### config.mk
export PLATFORM = sky130hd
export DESIGN_NAME = memory_responder_flat
export DESIGN_NICKNAME = d
export VERILOG_FILES = /design/src/rtl/memory_responder_if.sv /design/src/rtl/memory_responder.sv /design/src/flat_wrapper.sv
export SDC_FILE = /design/constraint.sdc
export NUM_CORES = 1
export LEC_CHECK = 0
export ABC_AREA = 1
export CAP_MARGIN = 0
export CORE_ASPECT_RATIO = 1.5
export CORE_MARGIN = 2
export CORE_UTILIZATION = 40
export DETAILED_ROUTE_END_ITERATION = 8
export GPL_ROUTABILITY_DRIVEN = 1
export HOLD_SLACK_MARGIN = 0.03
export RECOVER_POWER = 50
export SLEW_MARGIN = 10
export SYNTH_ARGS = -nofsm -noshare
export SYNTH_HDL_FRONTEND = slang
export SYNTH_SLANG_ARGS = --single-unit
export TNS_END_PERCENT = 10
### constraint.sdc
create_clock -name CLK -period 3 [get_ports CLK]
set_input_delay 0.6 -clock CLK [delete_from_list [all_inputs] [get_ports CLK]]
set_output_delay 0.6 -clock CLK [all_outputs]
set_load 0.05 [all_outputs]
### src/rtl/memory_responder_if.sv
// Memory command/response bus between the driver side (master) and the responder (slave).
interface memory_responder_if #(
  parameter int unsigned Data_Width = 32,
  parameter int unsigned Addr_Width = 5
);
  logic                  Wr_En;
  logic                  Rd_En;
  logic [Addr_Width-1:0] Address;
  logic [Data_Width-1:0] Data_in;
  logic [Data_Width-1:0] Data_out;
  logic                  Valid_out;

  modport master (
    output Wr_En, Rd_En, Address, Data_in,
    input  Data_out, Valid_out
  );

  modport slave (
    input  Wr_En, Rd_En, Address, Data_in,
    output Data_out, Valid_out
  );
endinterface

### src/rtl/memory_responder.sv
// Register-array memory with read-before-write semantics and a fixed-latency
// read pipeline; reads outside the implemented depth return zero.
module memory_responder #(
  parameter int unsigned Data_Width = 32,
  parameter int unsigned Addr_Width = 5,
  parameter int unsigned Depth      = 2**Addr_Width,
  parameter int unsigned Rd_Latency = 1
) (
  input  logic                CLK,
  input  logic                Rst_n,
  memory_responder_if.slave   bus
);
  localparam int unsigned CmpW = Addr_Width + 1;

  logic [Data_Width-1:0] mem_q  [Depth];
  logic [Data_Width-1:0] mem_d  [Depth];
  logic [Rd_Latency-1:0] valid_q;
  logic [Rd_Latency-1:0] valid_d;
  logic [Data_Width-1:0] data_q [Rd_Latency];
  logic [Data_Width-1:0] data_d [Rd_Latency];

  logic                  in_range_c;
  logic [Data_Width-1:0] rd_data_c;

  // Widen the address by one bit so Depth == 2**Addr_Width compares correctly.
  assign in_range_c = {1'b0, bus.Address} < CmpW'(Depth);
  assign rd_data_c  = in_range_c ? mem_q[bus.Address] : '0;

  // Next-state: array write and pipeline shift; each stage holds when no entry arrives.
  always_comb begin
    mem_d   = mem_q;
    valid_d = '0;
    data_d  = data_q;

    if (bus.Wr_En && in_range_c) begin
      mem_d[bus.Address] = bus.Data_in;
    end

    valid_d[0] = bus.Rd_En;
    if (bus.Rd_En) begin
      data_d[0] = rd_data_c;
    end

    for (int i = 1; i < int'(Rd_Latency); i++) begin
      valid_d[i] = valid_q[i-1];
      if (valid_q[i-1]) begin
        data_d[i] = data_q[i-1];
      end
    end
  end

  always_ff @(posedge CLK or negedge Rst_n) begin
    if (!Rst_n) begin
      for (int i = 0; i < int'(Depth); i++) begin
        mem_q[i] <= '0;
      end
      for (int i = 0; i < int'(Rd_Latency); i++) begin
        data_q[i] <= '0;
      end
      valid_q <= '0;
    end else begin
      mem_q   <= mem_d;
      data_q  <= data_d;
      valid_q <= valid_d;
    end
  end

  assign bus.Valid_out = valid_q[Rd_Latency-1];
  assign bus.Data_out  = data_q[Rd_Latency-1];
endmodule

### src/flat_wrapper.sv
// flat-port wrapper written by rule: the top's interface ports become plain ports
module memory_responder_flat 
#(
  parameter int unsigned Data_Width = 32,
  parameter int unsigned Addr_Width = 5,
  parameter int unsigned Depth      = 2**Addr_Width,
  parameter int unsigned Rd_Latency = 1
)
  (CLK, Rst_n, bus_Wr_En, bus_Rd_En, bus_Address, bus_Data_in, bus_Data_out, bus_Valid_out);
  memory_responder_if #(.Data_Width(Data_Width), .Addr_Width(Addr_Width)) bus_i ();
  input  logic CLK;
  input  logic Rst_n;
  input wire logic [$bits(bus_i.Wr_En)-1:0] bus_Wr_En;
  input wire logic [$bits(bus_i.Rd_En)-1:0] bus_Rd_En;
  input wire logic [$bits(bus_i.Address)-1:0] bus_Address;
  input wire logic [$bits(bus_i.Data_in)-1:0] bus_Data_in;
  output wire logic [$bits(bus_i.Data_out)-1:0] bus_Data_out;
  output wire logic [$bits(bus_i.Valid_out)-1:0] bus_Valid_out;
  assign bus_i.Wr_En = bus_Wr_En;
  assign bus_i.Rd_En = bus_Rd_En;
  assign bus_i.Address = bus_Address;
  assign bus_i.Data_in = bus_Data_in;
  assign bus_Data_out = bus_i.Data_out;
  assign bus_Valid_out = bus_i.Valid_out;
  memory_responder #(.Data_Width(Data_Width), .Addr_Width(Addr_Width), .Depth(Depth), .Rd_Latency(Rd_Latency)) u_core (.CLK(CLK), .Rst_n(Rst_n), .bus(bus_i));
endmodule
==> impl_metrics.py <==
metrics = {
    "global_routing": {
        "globalRouteMet3Util_pct": 2.815,
        "grt_pass1_wl_mm": 243.3,
        "grt-busiest-layer": "met2",
        "gr-usage-met2_pct": 44.02,
        "grt_remaining_overflow": 0,
        "antenna_found_initial": 1,
        "grt_max_degree": 130,
        "grt_pass1_vias": 40068,
        "met1_usage_pct": 33.03,
        "grt_util_all_layers_pct": 25.56,
    },
    "cts": {
        "post_cts_resized": 0,
        "cts.sinks": 1057,
        "cts_buffers": 104,
        "clockRootBuffer": "clkbuf_16",
        "cts_tree": "built",
        "clkLatencyLatePin_ps": 710,
        "h-tree-depth": 3,
        "clkTransAtPathRegs_ps": 60,
        "cts_max_path_buffers": 3,
    },
    "floorplan": {
        "die_w_um": 287.9,
        "initial_core_util_pct": 40.22,
        "num_rows": 156,
        "dieArea_um2": 123800,
        "io_pins": 74,
        "design.core.area_um2": 120200,
        "die_h_um": 429.8,
    },
    "setup_path": {
        "reg2reg_depth": 10,
        "critPathKind": "reg2out",
        "r2r_slack_ps": 1590,
        "crit_required_ps": 2400,
        "endpoint_kind": "output port",
        "path_delay_family": "buffers and inverters",
        "max_stage_delay_ps": 880,
        "crit_path_start": "u_core.bus.Data_out[8]",
        "r2r-start": "u_core.mem_q[364]",
        "cpMaxStageDelayCell": "clkdlybuf4s50_1",
        "worstReg2RegEnd": "u_core.bus.Data_out[12]",
        "crit_fanout": 2,
        "arrival_ps": 2120,
        "cp.buffers_inverters": 1,
        "startpoint_type": "flop",
        "crit_chain": "clkdlybuf4s50_1",
    },
    "cells_and_area": {
        "area_growth_pct": 14.04,
        "final_area_um2": 55150,
        "layoutNonFillerInstCount": 8019,
        "insertedDiodeCount": 0,
        "nets": 6396,
        "drive_gt1_share_pct": 6.973,
    },
    "power": {
        "power_density_nw_per_um2": 688.7,
        "total_power_uw": 37980,
        "leakage_uw": 0.02833,
        "ir_drop_uv": 426.6,
    },
    "timing": {
        "finalCriticalPeriod_ps": 2719,
        "fin_setup_tns_ps": 0,
        "setup_viol": 0,
        "drv_slew": 74,
        "grt_setup_unrepaired": "no",
        "min_period_over_period_pct": 90.65,
        "skew_ps": 22.53,
        "finalHoldViolations": 0,
        "maxSlewHeadroom_pct": -82.07,
        "worst_pin_slew_ps": 2731,
        "holdWs_ps": 483.0,
        "fmax_mhz": 367.7,
    },
    "hold_path": {
        "holdPathStages": 2,
        "min-delay-start": "u_core.mem_q[406]",
        "min_to": "u_core.mem_q[406]",
        "hp-class": "reg2reg",
    },
    "drt": {
        "vias_per_cell": 5.172,
        "routedWlPerCell_um": 19.54,
        "drtIter0Drc": 3924,
        "ant_nets": 0,
        "vias": 41471,
        "drtPass1Iterations": 6,
        "drc": 0,
        "drt_wl_total_mm": 156.7,
    },
    "yosys": {
        "ys_ff_latch": 1057,
        "yosysTopAreaCell": "dfrtp_1",
        "synth_edf_count": 0,
        "syn_nets": 6495,
        "yosysUniqueCellTypes": 17,
        "netlist_top_cells_area": "dfrtp_1 55%, nand2_1 27%, o21ai_0 9.4%",
        "yosys.area.top_type_share_pct": 54.70,
        "synth_warnings": 0,
        "syn_area_um2": 48360,
        "syn_inst": 6454,
        "synth_common_cells": "3463 x nand2_1, 1057 x dfrtp_1, 909 x o21ai_0, 435 x clkbuf_1, 168 x nor2_1",
        "synth.most_common_cell": "nand2_1",
        "synth-main-ff-cell": "dfrtp_1",
        "async_flop_share_pct": 100.0,
        "ys_seq_area_share_pct": 54.70,
        "syn_area_per_cell_um2": 7.493,
    },
    "run_status": {
        "outcome": "complete, but fails checks",
        "violations": "capacitance limit, slew limit",
    },
    "placed_design": {
        "dp_hpwl_mm": 93.09,
        "placed_area_um2": 51750,
        "place.gp.congestion": 0.8485,
        "dpl.cell_count": 7828,
        "portBuffers": 73,
    },
    "run": {
        "drv_cap": 2,
    },
}
## layout make-up
type	count	area (um^2)
fill	12106	65090
sequential	1057	26450
multi-input combinational	4810	19760
timing repair buffer	276	3075
clock buffer	147	3038
tap	1580	1977
clock inverter	43	437.9
inverter	106	412.9
## where the power goes
part	total [uW]	internal, uW	switching [uW]
registers	18400	16900	1470
clock network	13500	7650	5810
logic	6120	2320	3800
## state kept, by name, indices dropped and copies added (netlist names)
signal,flops
u_core.mem_q,1024
u_core.bus.Data_out,32
u_core.bus.Valid_out,1
## stage by stage
stage	util (%)	worst slack, ps
2_1_floorplan	-	997.1
3_3_place_gp	43.04	108.6
3_5_place_dp	43.04	79.43
4_1_cts	45.94	253.2
5_1_grt	45.87	133.1
6_report	45.87	280.6
## layout by cell type, fill, tap and decap left out, drive strengths merged
master            n
nor2            170
buf             183
clkinvlp          4
inv             106
clkinv           32
dlygate4sd3       2
nor3             11
nand3            97
bufinv            7
dfrtp          1057
o21ai           931
clkbuf          170
clkdlybuf4s50    68
a21oi            99
or2              31
nand2          3471
## cell families after synthesis
logic type | after synthesis | share of synthesized area (%)
AOI/OAI and AO/OA | 1030 | 10.66
DFF | 1057 | 54.70
buffers and inverters | 587 | 4.634
and+or+nand+nor | 3780 | 30.01
## how the worst max path moves through the flow
| stage | end | cells past startpoint |
|---|---|---|
| after detailed placement | u_core.mem_q[368] | 8 |
| after global routing | u_core.mem_q[95] | 4 |
| after CTS | bus_Data_out[8] | 1 |
| final | bus_Data_out[8] | 1 |
| after floorplan | u_core.mem_q[227] | 6 |
| after global placement | u_core.mem_q[357] | 8 |
## layer usage
| layer | routed length, um | share of wire, % |
|---|---|---|
| met1 | 65250 | 42 |
| met2 | 77170 | 49 |
| met5 | 0 | 0 |
| met3 | 8464 | 5.4 |
| met4 | 5819 | 3.7 |
## timing repair
item	in CTS	in global routing
hold endpoints to repair	21	0
hold buffers	1	0
buffers inserted	0	0
(Power assumes the default switching activity.)
